File: src/rtl/bcd_cnt_pkg.sv
// Shared constants and helpers for the BCD up/down counter.
// Segment patterns, BCD limits, mode encodings, decode/saturate helpers.
package bcd_cnt_pkg;

    localparam logic [3:0] BCD_MAX = 4'd9;
    localparam logic [3:0] BCD_MIN = 4'd0;

    // Segment order {g,f,e,d,c,b,a}, active-low
    localparam logic [6:0] SEG_0     = 7'b1000000;
    localparam logic [6:0] SEG_1     = 7'b1111001;
    localparam logic [6:0] SEG_2     = 7'b0100100;
    localparam logic [6:0] SEG_3     = 7'b0110000;
    localparam logic [6:0] SEG_4     = 7'b0011001;
    localparam logic [6:0] SEG_5     = 7'b0010010;
    localparam logic [6:0] SEG_6     = 7'b0000010;
    localparam logic [6:0] SEG_7     = 7'b1111000;
    localparam logic [6:0] SEG_8     = 7'b0000000;
    localparam logic [6:0] SEG_9     = 7'b0010000;
    localparam logic [6:0] SEG_BLANK = 7'b1111111;

    typedef enum logic {
        MODE_UP = 1'b0,
        MODE_DN = 1'b1
    } updn_e;

    function automatic logic [6:0] seg_decode(input logic [3:0] d);
        logic [6:0] seg;
        case (d)
            4'd0:    seg = SEG_0;
            4'd1:    seg = SEG_1;
            4'd2:    seg = SEG_2;
            4'd3:    seg = SEG_3;
            4'd4:    seg = SEG_4;
            4'd5:    seg = SEG_5;
            4'd6:    seg = SEG_6;
            4'd7:    seg = SEG_7;
            4'd8:    seg = SEG_8;
            4'd9:    seg = SEG_9;
            default: seg = SEG_BLANK;
        endcase
        return seg;
    endfunction

    function automatic logic [3:0] bcd_sat(input logic [3:0] d);
        return (d > BCD_MAX) ? BCD_MAX : d;
    endfunction

endpackage

File: src/rtl/bcd_digit.sv
// One BCD decade: next value and carry/borrow out for a single digit.
// Ports: digit (current), en (carry/borrow in), up_dn, nxt, co.
module bcd_digit
    import bcd_cnt_pkg::*;
(
    input  logic [3:0] digit,
    input  logic       en,
    input  logic       up_dn,
    output logic [3:0] nxt,
    output logic       co
);

    always_comb begin
        nxt = digit;
        co  = 1'b0;
        if (en) begin
            if (updn_e'(up_dn) == MODE_DN) begin
                if (digit == BCD_MIN) begin
                    nxt = BCD_MAX;
                    co  = 1'b1;
                end else begin
                    nxt = digit - 4'd1;
                end
            end else begin
                if (digit >= BCD_MAX) begin
                    nxt = BCD_MIN;
                    co  = 1'b1;
                end else begin
                    nxt = digit + 4'd1;
                end
            end
        end
    end

endmodule

File: src/rtl/bcd_updn_counter_n.sv
// N-digit BCD up/down push counter with synchroniser and debouncer.
// In: i_Clk, i_Rst, i_Push, i_UpDnMode, i_Clr, i_Load, i_LoadVal.
// Out: o_Bcd, o_FND (active-low segments), o_Carry (wrap pulse), o_Zero.
module bcd_updn_counter_n
    import bcd_cnt_pkg::*;
#(
    parameter int NUM_DIGITS   = 4,
    parameter int DEBOUNCE_CYC = 4
) (
    input  logic                    i_Clk,
    input  logic                    i_Rst,
    input  logic                    i_Push,
    input  logic                    i_UpDnMode,
    input  logic                    i_Clr,
    input  logic                    i_Load,
    input  logic [4*NUM_DIGITS-1:0] i_LoadVal,
    output logic [4*NUM_DIGITS-1:0] o_Bcd,
    output logic [7*NUM_DIGITS-1:0] o_FND,
    output logic                    o_Carry,
    output logic                    o_Zero
);

    localparam int DW =
        (DEBOUNCE_CYC > 1) ? $clog2(DEBOUNCE_CYC) : 1;
    localparam logic [DW-1:0] DCNT_LAST = DW'(DEBOUNCE_CYC - 1);

    logic          s1;
    logic          s2;
    logic          stb;
    logic [DW-1:0] dcnt;
    logic          accept;
    logic          press;

    logic [4*NUM_DIGITS-1:0] bcd_q;
    logic [4*NUM_DIGITS-1:0] bcd_cnt;
    logic [4*NUM_DIGITS-1:0] bcd_ld;
    logic [NUM_DIGITS:0]     chain;
    logic                    carry_q;

    // stb is about to change; a press is the 1 -> 0 change only
    assign accept = (s2 != stb) && (dcnt == DCNT_LAST);
    assign press  = accept && stb;

    always_ff @(posedge i_Clk or posedge i_Rst) begin
        if (i_Rst) begin
            s1   <= 1'b1;
            s2   <= 1'b1;
            stb  <= 1'b1;
            dcnt <= '0;
        end else begin
            s1 <= i_Push;
            s2 <= s1;
            if (s2 == stb) begin
                dcnt <= '0;
            end else if (dcnt == DCNT_LAST) begin
                stb  <= s2;
                dcnt <= '0;
            end else begin
                dcnt <= dcnt + DW'(1);
            end
        end
    end

    // Digit 0 always steps on a count; higher digits step on ripple
    assign chain[0] = 1'b1;

    for (genvar g = 0; g < NUM_DIGITS; g++) begin : g_digit
        bcd_digit u_digit (
            .digit (bcd_q[4*g +: 4]),
            .en    (chain[g]),
            .up_dn (i_UpDnMode),
            .nxt   (bcd_cnt[4*g +: 4]),
            .co    (chain[g+1])
        );
        assign bcd_ld[4*g +: 4] = bcd_sat(i_LoadVal[4*g +: 4]);
        assign o_FND[7*g +: 7]  = seg_decode(bcd_q[4*g +: 4]);
    end

    always_ff @(posedge i_Clk or posedge i_Rst) begin
        if (i_Rst) begin
            bcd_q   <= '0;
            carry_q <= 1'b0;
        end else if (i_Clr) begin
            bcd_q   <= '0;
            carry_q <= 1'b0;
        end else if (i_Load) begin
            bcd_q   <= bcd_ld;
            carry_q <= 1'b0;
        end else if (press) begin
            bcd_q   <= bcd_cnt;
            carry_q <= chain[NUM_DIGITS];
        end else begin
            carry_q <= 1'b0;
        end
    end

    assign o_Bcd   = bcd_q;
    assign o_Carry = carry_q;
    assign o_Zero  = (bcd_q == '0);

endmodule
File: config.mk
export PLATFORM = sky130hd
export DESIGN_NAME = bcd_updn_counter_n
export DESIGN_NICKNAME = d
export VERILOG_FILES = /design/src/rtl/bcd_cnt_pkg.sv /design/src/rtl/bcd_digit.sv /design/src/rtl/bcd_updn_counter_n.sv
export SDC_FILE = /design/constraint.sdc
export NUM_CORES = 1
export LEC_CHECK = 0
export BUFFER_PORTS_ARGS = -buffer_cell sky130_fd_sc_hd__buf_2
export CAP_MARGIN = 20
export CORE_MARGIN = 5
export CORE_UTILIZATION = 33
export CTS_CLUSTER_DIAMETER = 150
export DETAILED_ROUTE_END_ITERATION = 10
export GPL_TIMING_DRIVEN = 0
export PLACE_DENSITY = 0.57
export SLEW_MARGIN = 20
export SYNTH_ARGS = -nofsm -noshare
export SYNTH_HDL_FRONTEND = slang
export SYNTH_SLANG_ARGS = --single-unit
File: constraint.sdc
create_clock -name i_Clk -period 4 [get_ports i_Clk]
set_clock_uncertainty 0.2 [all_clocks]
set_input_delay 0.8 -clock i_Clk [delete_from_list [all_inputs] [get_ports i_Clk]]
set_output_delay 0.8 -clock i_Clk [all_outputs]
set_load 0.03 [all_outputs]
Word level (Yosys, flattened, before mapping)
Memory sizes are Yosys's and may differ from the RTL's.
Index checks and enable logic that the tools add are counted.
{"block": "classes", "eq_ne": 3, "bitwise_logic": 1, "n_lt_le_gt_ge": 8, "reduce_logical": 15, "muxes": 42, "n_addsub": 9}
{"cell": "$mux 4", "n": 19}
{"cell": "$mux 16", "n": 3}
{"cell": "$mux 1", "n": 18}
{"cell": "$add 4x1->4 const B", "n": 4}
{"cell": "$ge 4x4->1 const B", "n": 4}
{"cell": "$gt 4x4->1 const B", "n": 4}
{"cell": "$logic_not 16->1", "n": 1}
{"cell": "$logic_not 4->1", "n": 4}
{"cell": "$sub 4x1->4 const B", "n": 4}
{"cell": "$reduce_bool 3->1", "n": 4}
{"cell": "$reduce_and 2->1", "n": 4}
{"cell": "$mux 2", "n": 2}
{"cell": "$add 2x1->2 const B", "n": 1}
{"cell": "$eq 2x2->1 const B", "n": 1}
{"cell": "$logic_and 1x1->1", "n": 2}
{"cell": "$eq 1x1->1", "n": 1}
{"cell": "$ne 1x1->1", "n": 1}
{"cell": "$not 1->1", "n": 1}
{"block": "totals", "rom_bits": 448, "out_inout_bits": 46, "reg_bits": 22, "in_bits": 22, "memories": 4}
{"name": "(name not given)", "depth": 16, "width": 7, "read_ports": 1, "rd_clocked_by_memory_dff": 0, "write_ports": 0, "line_no": "bcd_cnt_pkg.sv:28", "source": "case (d)"}
{"name": "(name not given)", "depth": 16, "width": 7, "read_ports": 1, "rd_clocked_by_memory_dff": 0, "write_ports": 0, "line_no": "bcd_cnt_pkg.sv:28"}
{"name": "(name not given)", "depth": 16, "width": 7, "read_ports": 1, "rd_clocked_by_memory_dff": 0, "write_ports": 0, "line_no": "bcd_cnt_pkg.sv:28"}
{"name": "(name not given)", "depth": 16, "width": 7, "read_ports": 1, "rd_clocked_by_memory_dff": 0, "write_ports": 0, "line_no": "bcd_cnt_pkg.sv:28"}

Longest topological paths before layout
Gate-level depths: netlist of the first run.
{"block": "depth", "word_depth": 9, "ltp_mapped": 7}

Cells and area by module
Synthesis of the first run repeated with hierarchy kept, for this count alone.
{"block": "unflattened", "cells_unflattened": 390, "area_unflattened_um2": 3119.2}
{"module": "bcd_updn_counter_n", "instances": 1, "cells_each": 214, "seq_area_each_um2": 554.3, "area_per_inst_um2": 1878.1}
{"module": "bcd_digit", "instances": 4, "cells_each": 44, "seq_area_each_um2": 0.0, "area_per_inst_um2": 310.3}

Worst setup path before layout of the first run
Ideal clock, no wire load.
{"block": "synth_timing", "path_kind": "flip-flop to output port", "from": "reg bcd_q[8] (netlist: o_Bcd[8])", "to": "out o_FND[18]", "required_ns": 3.000, "setup_slack_ns": 1.120, "arrival_time_ns": 1.880, "stages_incl_launch_ff": 5, "cell_sequence": "dfrtp_1 > inv_1 > ha_1 > ha_1 > o21ai_0"}
{"block": "synth_between", "elab_chain_len": 1}
{"element": "start: declaration", "line_no": "bcd_updn_counter_n.sv:34", "source": "logic [4*NUM_DIGITS-1:0] bcd_q;"}
{"element": "start signal: assignment", "line_no": "bcd_updn_counter_n.sv:87", "source": "bcd_q <= bcd_ld;"}
{"element": "start signal: assignment", "line_no": "bcd_updn_counter_n.sv:90", "source": "bcd_q <= bcd_cnt;"}
{"element": "$mem_v2 16x7"}
{"element": "end: declaration", "line_no": "bcd_updn_counter_n.sv:18", "source": "output logic [7*NUM_DIGITS-1:0] o_FND,"}
No other way between the ends.

Worst setup path in the final report of the first run
{"block": "layout_timing", "from": "reg bcd_q[9] (netlist: o_Bcd[9])", "to": "out o_Zero"}
{"block": "layout_between", "elab_chain_len": 1}
{"element": "$logic_not 16->1", "line_no": "bcd_updn_counter_n.sv:99", "source": "assign o_Zero = (bcd_q == '0);"}
{"element": "end: declaration", "line_no": "bcd_updn_counter_n.sv:20", "source": "output logic o_Zero"}
No other way between the ends.

==> impl_metrics.json, run 1 <==
{
  "ios": 68,
  "synth-simple-area-share": 0.221,
  "clock-root-buffer": "clkbuf_8",
  "clock_latency_ps": 270,
  "finalCritPeriodShare": 0.840,
  "peakVddDrop_mv": 0.152,
  "hold_start": "s1",
  "holdPathEnd": "s2",
  "end_kind": "primary output",
  "die_area_um2": 9310,
  "yosysWarnings": 0,
  "synth-adder-area-share": 0.112,
  "wl_per_cell_um": 15.4,
  "setup_viol": 0,
  "syn_to_final_growth_pct": 20.6,
  "synth_seq_cells": 22,
  "routed_wl_mm": 7.54,
  "crit_required_ps": 3000,
  "seq_area_frac_synth": 0.225,
  "nFillCells": 775,
  "cts_resized": 0,
  "clock_sinks": 22,
  "synth.avg_cell_area_um2": 7.69,
  "grt_pass1_wl_mm": 12.2,
  "detailed_place_hpwl_mm": 5.73,
  "first_pass_iters": 4,
  "cap_viol_max_count": 0,
  "port_buffers": 66,
  "ys_async_sr_fraction": 1.00,
  "synth_xor_area_frac": 0.0177,
  "rr_endpoint": "o_Bcd[15]",
  "timing.rr.start": "o_Bcd[1]",
  "finalNetCount": 436,
  "synth_top_family_by_area": "compound AO/OA/AOI/OAI gates",
  "viasPerCell": 5.35,
  "final_common_cell": "buf_2",
  "setup_tns_ps": 0,
  "start_util": 0.340,
  "grt_start_max_net_pins": 23,
  "final_cell_mix": "70 x buf_2, 40 x a21oi_1, 28 x nor2_1",
  "min_path_cells": 0,
  "synth.distinct_cells": 68,
  "grt_usage": 0.164,
  "antenna_found_initial": 0,
  "gp_congestion": 0.868,
  "drcViolationCount": 0,
  "die_h_um": 96.5,
  "die_x_um": 96.5,
  "worstRegToRegCells": 7,
  "core_um2": 7250,
  "muxShareOfSynthArea": 0.0167,
  "startpoint_type": "flop",
  "cts_buffers": 3,
  "grt_pass1_vias": 2460,
  "arrival_ps": 2360,
  "fmax_ghz": 0.298,
  "gr-total-overflow": 0,
  "period_needed_ps": 3360,
  "worstMarginPinSlew_ps": 889,
  "clockBufferDepth": 2,
  "ctsHoldBuffers": 0,
  "outcome": "completed",
  "cts_tree": "built",
  "core.rowCount": 31,
  "max-slew-margin-rel": 0.407,
  "htree_levels": 1,
  "r2r_slack_ps": 1440,
  "power_density_nw_per_um2": 353,
  "ant_nets": 0,
  "path_clk_slew_ps": 90,
  "post-cts-setup-buffers": 0,
  "syn_inst": 321,
  "drive_gt1_frac": 0.256,
  "path_max_fanout": 8,
  "synth_edf_count": 0,
  "rsz0062_at_grt": "no",
  "ys.flop_type": "dfrtp_1",
  "initialDrtViolationCount": 64,
  "synth_area_um2": 2470,
  "critical_path_class": "flop to primary output",
  "finalMaxSlewViolations": 0,
  "leakage_nw": 1.36,
  "synth_compound_area_frac": 0.341,
  "hold_class": "flop to flop",
  "antenna_cells": 0,
  "syn-num-nets": 365,
  "vias": 2622,
  "hold_viol_final": 0,
  "fin_util": 0.411
}
## worst max-delay path by stage
stage,startpoint,slack (ps),to
final,o_Bcd[9],640,o_Zero
after global routing,o_Bcd[9],500,o_Zero
after CTS,o_Bcd[9],650,o_Zero
after detailed placement,o_Bcd[8],970,o_Zero
after global placement,o_Bcd[9],940,o_Zero
after floorplan,o_Bcd[8],1120,o_FND[18]
## metal layers
metal / routed length [µm] / global-route usage
met5: 0 / 0
met4: 79 / 0.0362
met3: 339 / 0.0178
met2: 3370 / 0.260
met1: 3750 / 0.239
## metrics by stage
step	hold WS, ps	cell area (µm²)	instances	power (W)	setup WS, ps
after floorplan	145	2470	321	0.000726	1120
after global placement	148	2920	486	0.000884	943
after detailed placement	150	2920	486	0.000886	968
after CTS	163	2980	490	0.00106	654
after global routing	170	2980	490	0.00113	500
final	161	2980	490	0.00105	640
## Yosys cell counts, types with 3 or more instances
master    number  area, µm²
clkbuf_1      11       41.3
nor2b_1        6       37.5
a21boi_0       3       22.5
nor3b_1        3       22.5
nor3_1         7       35.0
nand2b_1       7       43.8
a21oi_1       40        200
a221oi_1       3       26.3
dfrtp_1       19        475
a31oi_1        5       31.3
xor2_1         3       26.3
o31ai_1        7       52.6
o22ai_1        3       18.8
a31o_2         3       26.3
nand2_1       23       86.3
nor2_1        28        105
inv_1         21       78.8
buf_2          4       20.0
o21ai_0       21        105
nand3b_1       4       30.0
mux2i_1        3       30.0
dfstp_2        3       78.8
ha_1          22        275
or2_2          6       37.5
o211ai_1       3       22.5
nor4b_1        3       26.3
o21ai_1        3       15.0
a311oi_1       3       26.3
o311ai_0       3       26.3
## flip-flops by register name (all words and copies together), names as in the netlist
register	count
dcnt	2
o_Bcd	16
o_Carry	1
s1	1
s2	1
stb	1
## worst max-delay path, stage by stage, from the launching register on
cell     delay, ps
dfrtp_1        490
inv_1          190
ha_1           290
or2b_1         300
nor4_1         380
and3_1         220
buf_2          200
## report_power, final
| part | internal (W) | switching, W | total, W |
|---|---|---|---|
| combinational | 0.000199 | 0.000386 | 0.000585 |
| clock | 0.0000879 | 0.0000813 | 0.000169 |
| sequential | 0.000257 | 0.0000419 | 0.000298 |
| total | 0.000543 | 0.000509 | 0.00105 |
## area by class of cell
type                            count  area (µm²)  share of cell area
Multi-Input combinational cell    258        1750               0.587
Sequential cell                    22         554               0.186
Timing Repair Buffer               66         330               0.111
Tap cell                           99         124              0.0416
Clock buffer                        4        55.1              0.0185
Buffer                             18        80.1              0.0269
Inverter                           23        86.3              0.0290
## cell families (layout without fill, tap and decap cells)
kind of cell | Yosys count | after routing
AO/OA/AOI/OAI | 124 | 124
AND/OR/NAND/NOR | 103 | 103
buffers and inverters | 41 | 111
adder cells (fa/ha/maj) | 22 | 22
flip-flops | 22 | 22
XOR/XNOR | 5 | 5
multiplexers | 4 | 4
Power figures use the tool's default switching activity.
==> run 2, diff against run 1 <==
--- a/config.mk
+++ b/config.mk
@@ -5,6 +5,7 @@
 export SDC_FILE = /design/constraint.sdc
 export NUM_CORES = 1
 export LEC_CHECK = 0
+export ABC_AREA = 1
 export BUFFER_PORTS_ARGS = -buffer_cell sky130_fd_sc_hd__buf_2
 export CAP_MARGIN = 20
 export CORE_MARGIN = 5
==> constraint.sdc (replaced) <==
create_clock -name i_Clk -period 3.46 [get_ports i_Clk]
set_clock_uncertainty 0.2 [all_clocks]
set_input_delay 0.692 -clock i_Clk [delete_from_list [all_inputs] [get_ports i_Clk]]
set_output_delay 0.692 -clock i_Clk [all_outputs]
set_load 0.03 [all_outputs]
==> run 2 against run 1 <==
Effect of this change: largest cell class unchanged; worst hold slack got worse by 1.6 ps; synthesized area rose by 0.91%; global-route usage fell by 2.0 points; setup slack got worse by 180 ps; clock-buffer cell count fell by 1; die area rose by 0.82%; combinational power rose by 30%; clock power rose by 43%; sequential share of layout area fell by 0.21 points.
==> impl_metrics.json, run 2 <==
{
  "crit_required_ps": 2570,
  "cts_tree": "built",
  "finalCritPeriodShare": 0.867,
  "seq_area_frac_synth": 0.223,
  "grt_start_max_net_pins": 23,
  "clock_sinks": 22,
  "synth_top_cell_area_share": 0.191,
  "htree_levels": 1,
  "cp_cell_sequence": "inv_1, ha_1, nand2_1, nor4_1, buf_2",
  "finalMaxSlewViolations": 0,
  "yosysWarnings": 0,
  "dp.cells": 543,
  "hold_viol_final": 0,
  "core_um2": 7290,
  "viasPerCell": 4.72,
  "post-cts-setup-buffers": 0,
  "die_h_um": 96.9,
  "period_needed_ps": 3000,
  "port_buffers": 65,
  "critical_path.max_stage_delay_ps": 500,
  "largest_reg_flops": 16,
  "final_cells": 547,
  "grt_usage": 0.144,
  "first_pass_iters": 4,
  "start_util": 0.342,
  "routed_wl_mm": 6.67,
  "vias": 2582,
  "final_cell_mix": "116 x nand2_1, 72 x buf_2, 35 x inv_1",
  "end_kind": "primary output",
  "rsz0062_at_grt": "no",
  "gr-total-overflow": 0,
  "synth_common_cells": "116 x nand2_1, 35 x inv_1, 34 x nand3_1, 29 x o21ai_0, 27 x nor2_1",
  "worstMarginPinSlew_ps": 896,
  "syn_to_final_growth_pct": 20.9,
  "ys_async_sr_fraction": 1.00,
  "path_max_fanout": 8,
  "grt_pass1_vias": 2499,
  "critical_path_class": "flop to primary output",
  "path_buf_inv": 2,
  "clockBufferDepth": 2,
  "finalNetCount": 493,
  "gp_congestion": 0.815,
  "synth.most_common_cell": "nand2_1",
  "hold_class": "flop to flop",
  "leakage_nw": 1.68,
  "syn-num-nets": 423,
  "ys.flop_type": "dfrtp_1",
  "cts_resized": 0,
  "clock-root-buffer": "clkbuf_8",
  "synth.avg_cell_area_um2": 6.57,
  "antenna_cells": 0,
  "max-slew-margin-rel": 0.402,
  "startpoint_type": "flop",
  "outcome": "completed",
  "synth_top_area_cell": "dfrtp_1",
  "die_x_um": 96.9,
  "initialDrtViolationCount": 55,
  "crit_family": "simple AND/OR/NAND/NOR gates",
  "drive_gt1_frac": 0.263,
  "grt_pass1_wl_mm": 11.7,
  "syn_inst": 379,
  "setup_viol": 0,
  "wl_per_cell_um": 12.2,
  "fin_worst_hold_slack_ps": 160,
  "arrival_ps": 2110,
  "fmax_ghz": 0.333,
  "synth_area_um2": 2490,
  "final_common_cell": "nand2_1",
  "peakVddDrop_mv": 0.185,
  "synth.distinct_cells": 36,
  "ctsHoldBuffers": 0,
  "power_density_nw_per_um2": 447,
  "cpMaxStageDelayCell": "dfrtp_1",
  "synth_area_leaders": "dfrtp_1 19%, nand2_1 17%, ha_1 11%",
  "synth_edf_count": 0,
  "cap_viol_max_count": 0,
  "path_clk_slew_ps": 90,
  "ios": 68,
  "die_area_um2": 9390,
  "cts_buffers": 3,
  "antenna_found_initial": 0,
  "synth_seq_cells": 22,
  "clock_latency_ps": 260,
  "core.rowCount": 31,
  "ant_nets": 0,
  "setup_tns_ps": 0,
  "detailed_place_hpwl_mm": 5.33,
  "drcViolationCount": 0
}
-- run 2: cell types whose count changed after synthesis, sizes merged, moves of 6 or more --
cell and delta:
nand2 +101, nand3 +38, a21oi -22, inv +20, o21ai +13, clkbuf -10, nand2b -7, nor3 -7
o31ai -7, nor2b -6
-- run 2: area by class of cell --
| cell class | instances | area [µm²] |
|---|---|---|
| well taps | 99 | 124 |
| clock buffers | 3 | 41.3 |
| flip-flops and latches | 22 | 554 |
| multi-input cells | 302 | 1680 |
| fillers | 826 | 4280 |
| clock inverters | 1 | 30.0 |
| inverters | 42 | 163 |
| repair buffers | 65 | 325 |
| plain buffers | 13 | 95.1 |
-- run 2: final timing paths --
| kind | start | end | slack, ps | cells after the start |
|---|---|---|---|---|
| max in group asynchronous | i_Rst | dcnt[1] | 2100 | 2 |
| max | o_Bcd[8] | o_Zero | 460 | 5 |
| min | s1 | s2 | 160 | 0 |
| min in group asynchronous | i_Rst | o_Bcd[2] | 410 | 2 |
| min reg2reg | s1 | s2 | 160 | 0 |
| max reg2reg | o_Bcd[8] | o_Bcd[14] | 1360 | 9 |
-- run 2: power breakdown --
group          internal (W)  total, W  switching, W
sequential         0.000300  0.000345     0.0000451
combinational      0.000240  0.000760      0.000519
clock              0.000155  0.000241     0.0000868
total              0.000695   0.00135      0.000651
-- run 2: stage by stage --
stage / total power, W / utilization / setup WS, ps / area, µm²
floorplan: 0.000915 / - / 452 / 2490
CTS: 0.00136 / 0.413 / 427 / 3010
global route: 0.00146 / 0.413 / 279 / 3010
detailed placement: 0.00111 / 0.403 / 732 / 2940
global placement: 0.00111 / 0.403 / 705 / 2940
finish: 0.00135 / 0.413 / 461 / 3010
-- run 2: logic make-up after synthesis --
logic type / share of synthesized area
buf+inv: 0.103
xor+xnor: 0.0176
mux: 0.00452
simple gates: 0.388
flops: 0.223
fa+ha+maj: 0.110
compound gates: 0.153
-- run 2: per-layer routing --
metal | track usage | wire, µm | vias up
met5 | 0 | 0 | -
met4 | 0.0140 | 26 | 0
met1 | 0.189 | 3220 | 1150
met2 | 0.250 | 3120 | 50
met3 | 0.0309 | 302 | 4
li1 | - | - | 1378
==> run 3, diff against run 2 <==
--- a/config.mk
+++ b/config.mk
@@ -9,11 +9,11 @@
 export BUFFER_PORTS_ARGS = -buffer_cell sky130_fd_sc_hd__buf_2
 export CAP_MARGIN = 20
 export CORE_MARGIN = 5
-export CORE_UTILIZATION = 33
+export CORE_UTILIZATION = 40
 export CTS_CLUSTER_DIAMETER = 150
 export DETAILED_ROUTE_END_ITERATION = 10
 export GPL_TIMING_DRIVEN = 0
-export PLACE_DENSITY = 0.57
+export PLACE_DENSITY = 0.65
 export SLEW_MARGIN = 20
 export SYNTH_ARGS = -nofsm -noshare
 export SYNTH_HDL_FRONTEND = slang
==> run 3 against run 2 <==
Effect of this change: register-to-register slack about the same; worst hold slack better by 2.2 ps; utilization up 8.0 points.
==> impl_metrics.json, run 3 (synthesized netlist as in run 2, its figures left out) <==
{
  "outcome": "completed",
  "p_seq_frac": 0.268,
  "switching_share": 0.515,
  "final_cell_mix": "116 x nand2_1, 72 x buf_2, 35 x inv_1",
  "initialDrtViolationCount": 134,
  "path_clk_slew_ps": 80,
  "fin_util": 0.493,
  "grt_pass1_wl_mm": 11.1,
  "core_um2": 5990,
  "clkPwrFrac": 0.138,
  "path_max_fanout": 8,
  "dr.max_layer_used": "met4",
  "hold_class": "flop to flop",
  "cts_buffers": 3,
  "die_x_um": 88.9,
  "die_area_um2": 7910,
  "power_density_nw_per_um2": 434,
  "cts_resized": 0,
  "syn_to_final_growth_pct": 18.6,
  "rsz0062_at_grt": "no",
  "met2_length_mm": 3.13,
  "end_kind": "primary output",
  "crit_required_ps": 2570,
  "setup_tns_ps": 0,
  "pre_cts_slack_ps": 742,
  "dp.cells": 519,
  "first_pass_iters": 4,
  "port_buffers": 65,
  "setup_viol": 0,
  "antenna_cells": 0,
  "nFillCells": 622,
  "wl_met1_mm": 3.14,
  "start_util": 0.416,
  "p_switching_w": 0.000661,
  "finalNetCount": 493,
  "htree_levels": 1,
  "core.rowCount": 28,
  "die_h_um": 88.9,
  "power.total_w": 0.00128,
  "clock-root-buffer": "clkbuf_8",
  "gr-total-overflow": 0,
  "clock_latency_ps": 270,
  "internal_power_w": 0.000623,
  "fmax_ghz": 0.334,
  "arrival_ps": 2100,
  "finalMaxSlewViolations": 0,
  "antenna_found_initial": 0,
  "cts_tree": "built",
  "finalCritPeriodShare": 0.866,
  "worstMarginPinSlew_ps": 883,
  "detailed_place_hpwl_mm": 5.28,
  "largest_reg_flops": 16,
  "gp_congestion": 0.831,
  "hold_viol_final": 0,
  "p_comb_frac": 0.593,
  "cap_viol_max_count": 0,
  "period_needed_ps": 3000,
  "final_common_cell": "nand2_1",
  "drcViolationCount": 0,
  "grt_pass1_vias": 2437,
  "wl_per_cell_um": 12.8,
  "clock_sinks": 22,
  "ios": 68,
  "vias": 2639,
  "dr_wl_met3_um": 406,
  "critical_path_class": "flop to primary output",
  "ant_nets": 0,
  "ctsHoldBuffers": 0,
  "startpoint_type": "flop",
  "viasPerCell": 5.05,
  "final_cells": 523,
  "max-slew-margin-rel": 0.411,
  "fin_ws_ps": 464,
  "routed_wl_mm": 6.71,
  "peakVddDrop_mv": 0.211,
  "grt_usage": 0.174,
  "grt_start_max_net_pins": 23,
  "drive_gt1_frac": 0.261,
  "post-cts-setup-buffers": 0,
  "leakage_nw": 1.66,
  "clockBufferDepth": 2
}
-- run 3: critical path, cell delays in order (launching register included) --
cell and delay [ps]:
dfrtp_1 500, inv_1 190, ha_1 340, nand2_1 160, nor4_1 370, buf_2 270
-- run 3: final cells by class --
class | instances | area [µm²] | area share
repair buffers | 65 | 325 | 0.110
flip-flops and latches | 22 | 554 | 0.188
inverters | 42 | 163 | 0.0550
clock buffers | 4 | 45.0 | 0.0152
multi-input cells | 302 | 1680 | 0.568
well taps | 75 | 93.8 | 0.0318
plain buffers | 13 | 95.1 | 0.0322
-- run 3: final timing paths --
check / from / to / slack [ps] / cells after the start
worst max-delay path: o_Bcd[8] / o_Zero / 460 / 5
worst min-delay path: s1 / s2 / 160 / 0
worst max register to register: o_Bcd[8] / o_Bcd[15] / 1350 / 9
worst min register to register: s1 / s2 / 160 / 0
max in group asynchronous: i_Rst / o_Bcd[10] / 2120 / 2
min in group asynchronous: i_Rst / o_Carry / 390 / 2
-- run 3: layer usage --
metal | track usage | vias to the layer above
li1 | - | 1375
met1 | 0.243 | 1192
met2 | 0.296 | 68
met3 | 0.0230 | 4
met4 | 0.0206 | 0
met5 | 0 | -
-- run 3: power groups by stage --
stage,clock network [W],logic [W],registers (W)
finish,0.000177,0.000762,0.000344
global route,0.000198,0.000841,0.000353
CTS,0.000181,0.000765,0.000345
detailed placement,0,0.000763,0.000349
global placement,0,0.000755,0.000348
floorplan,0,0.000532,0.000383
-- run 3: metrics by stage --
| step | hold slack [ps] | area [µm²] |
|---|---|---|
| 5_1_grt | 170 | 2960 |
| 3_5_place_dp | 150 | 2910 |
| 3_3_place_gp | 146 | 2910 |
| 4_1_cts | 163 | 2960 |
| 6_report | 162 | 2960 |
| 2_1_floorplan | 145 | 2490 |
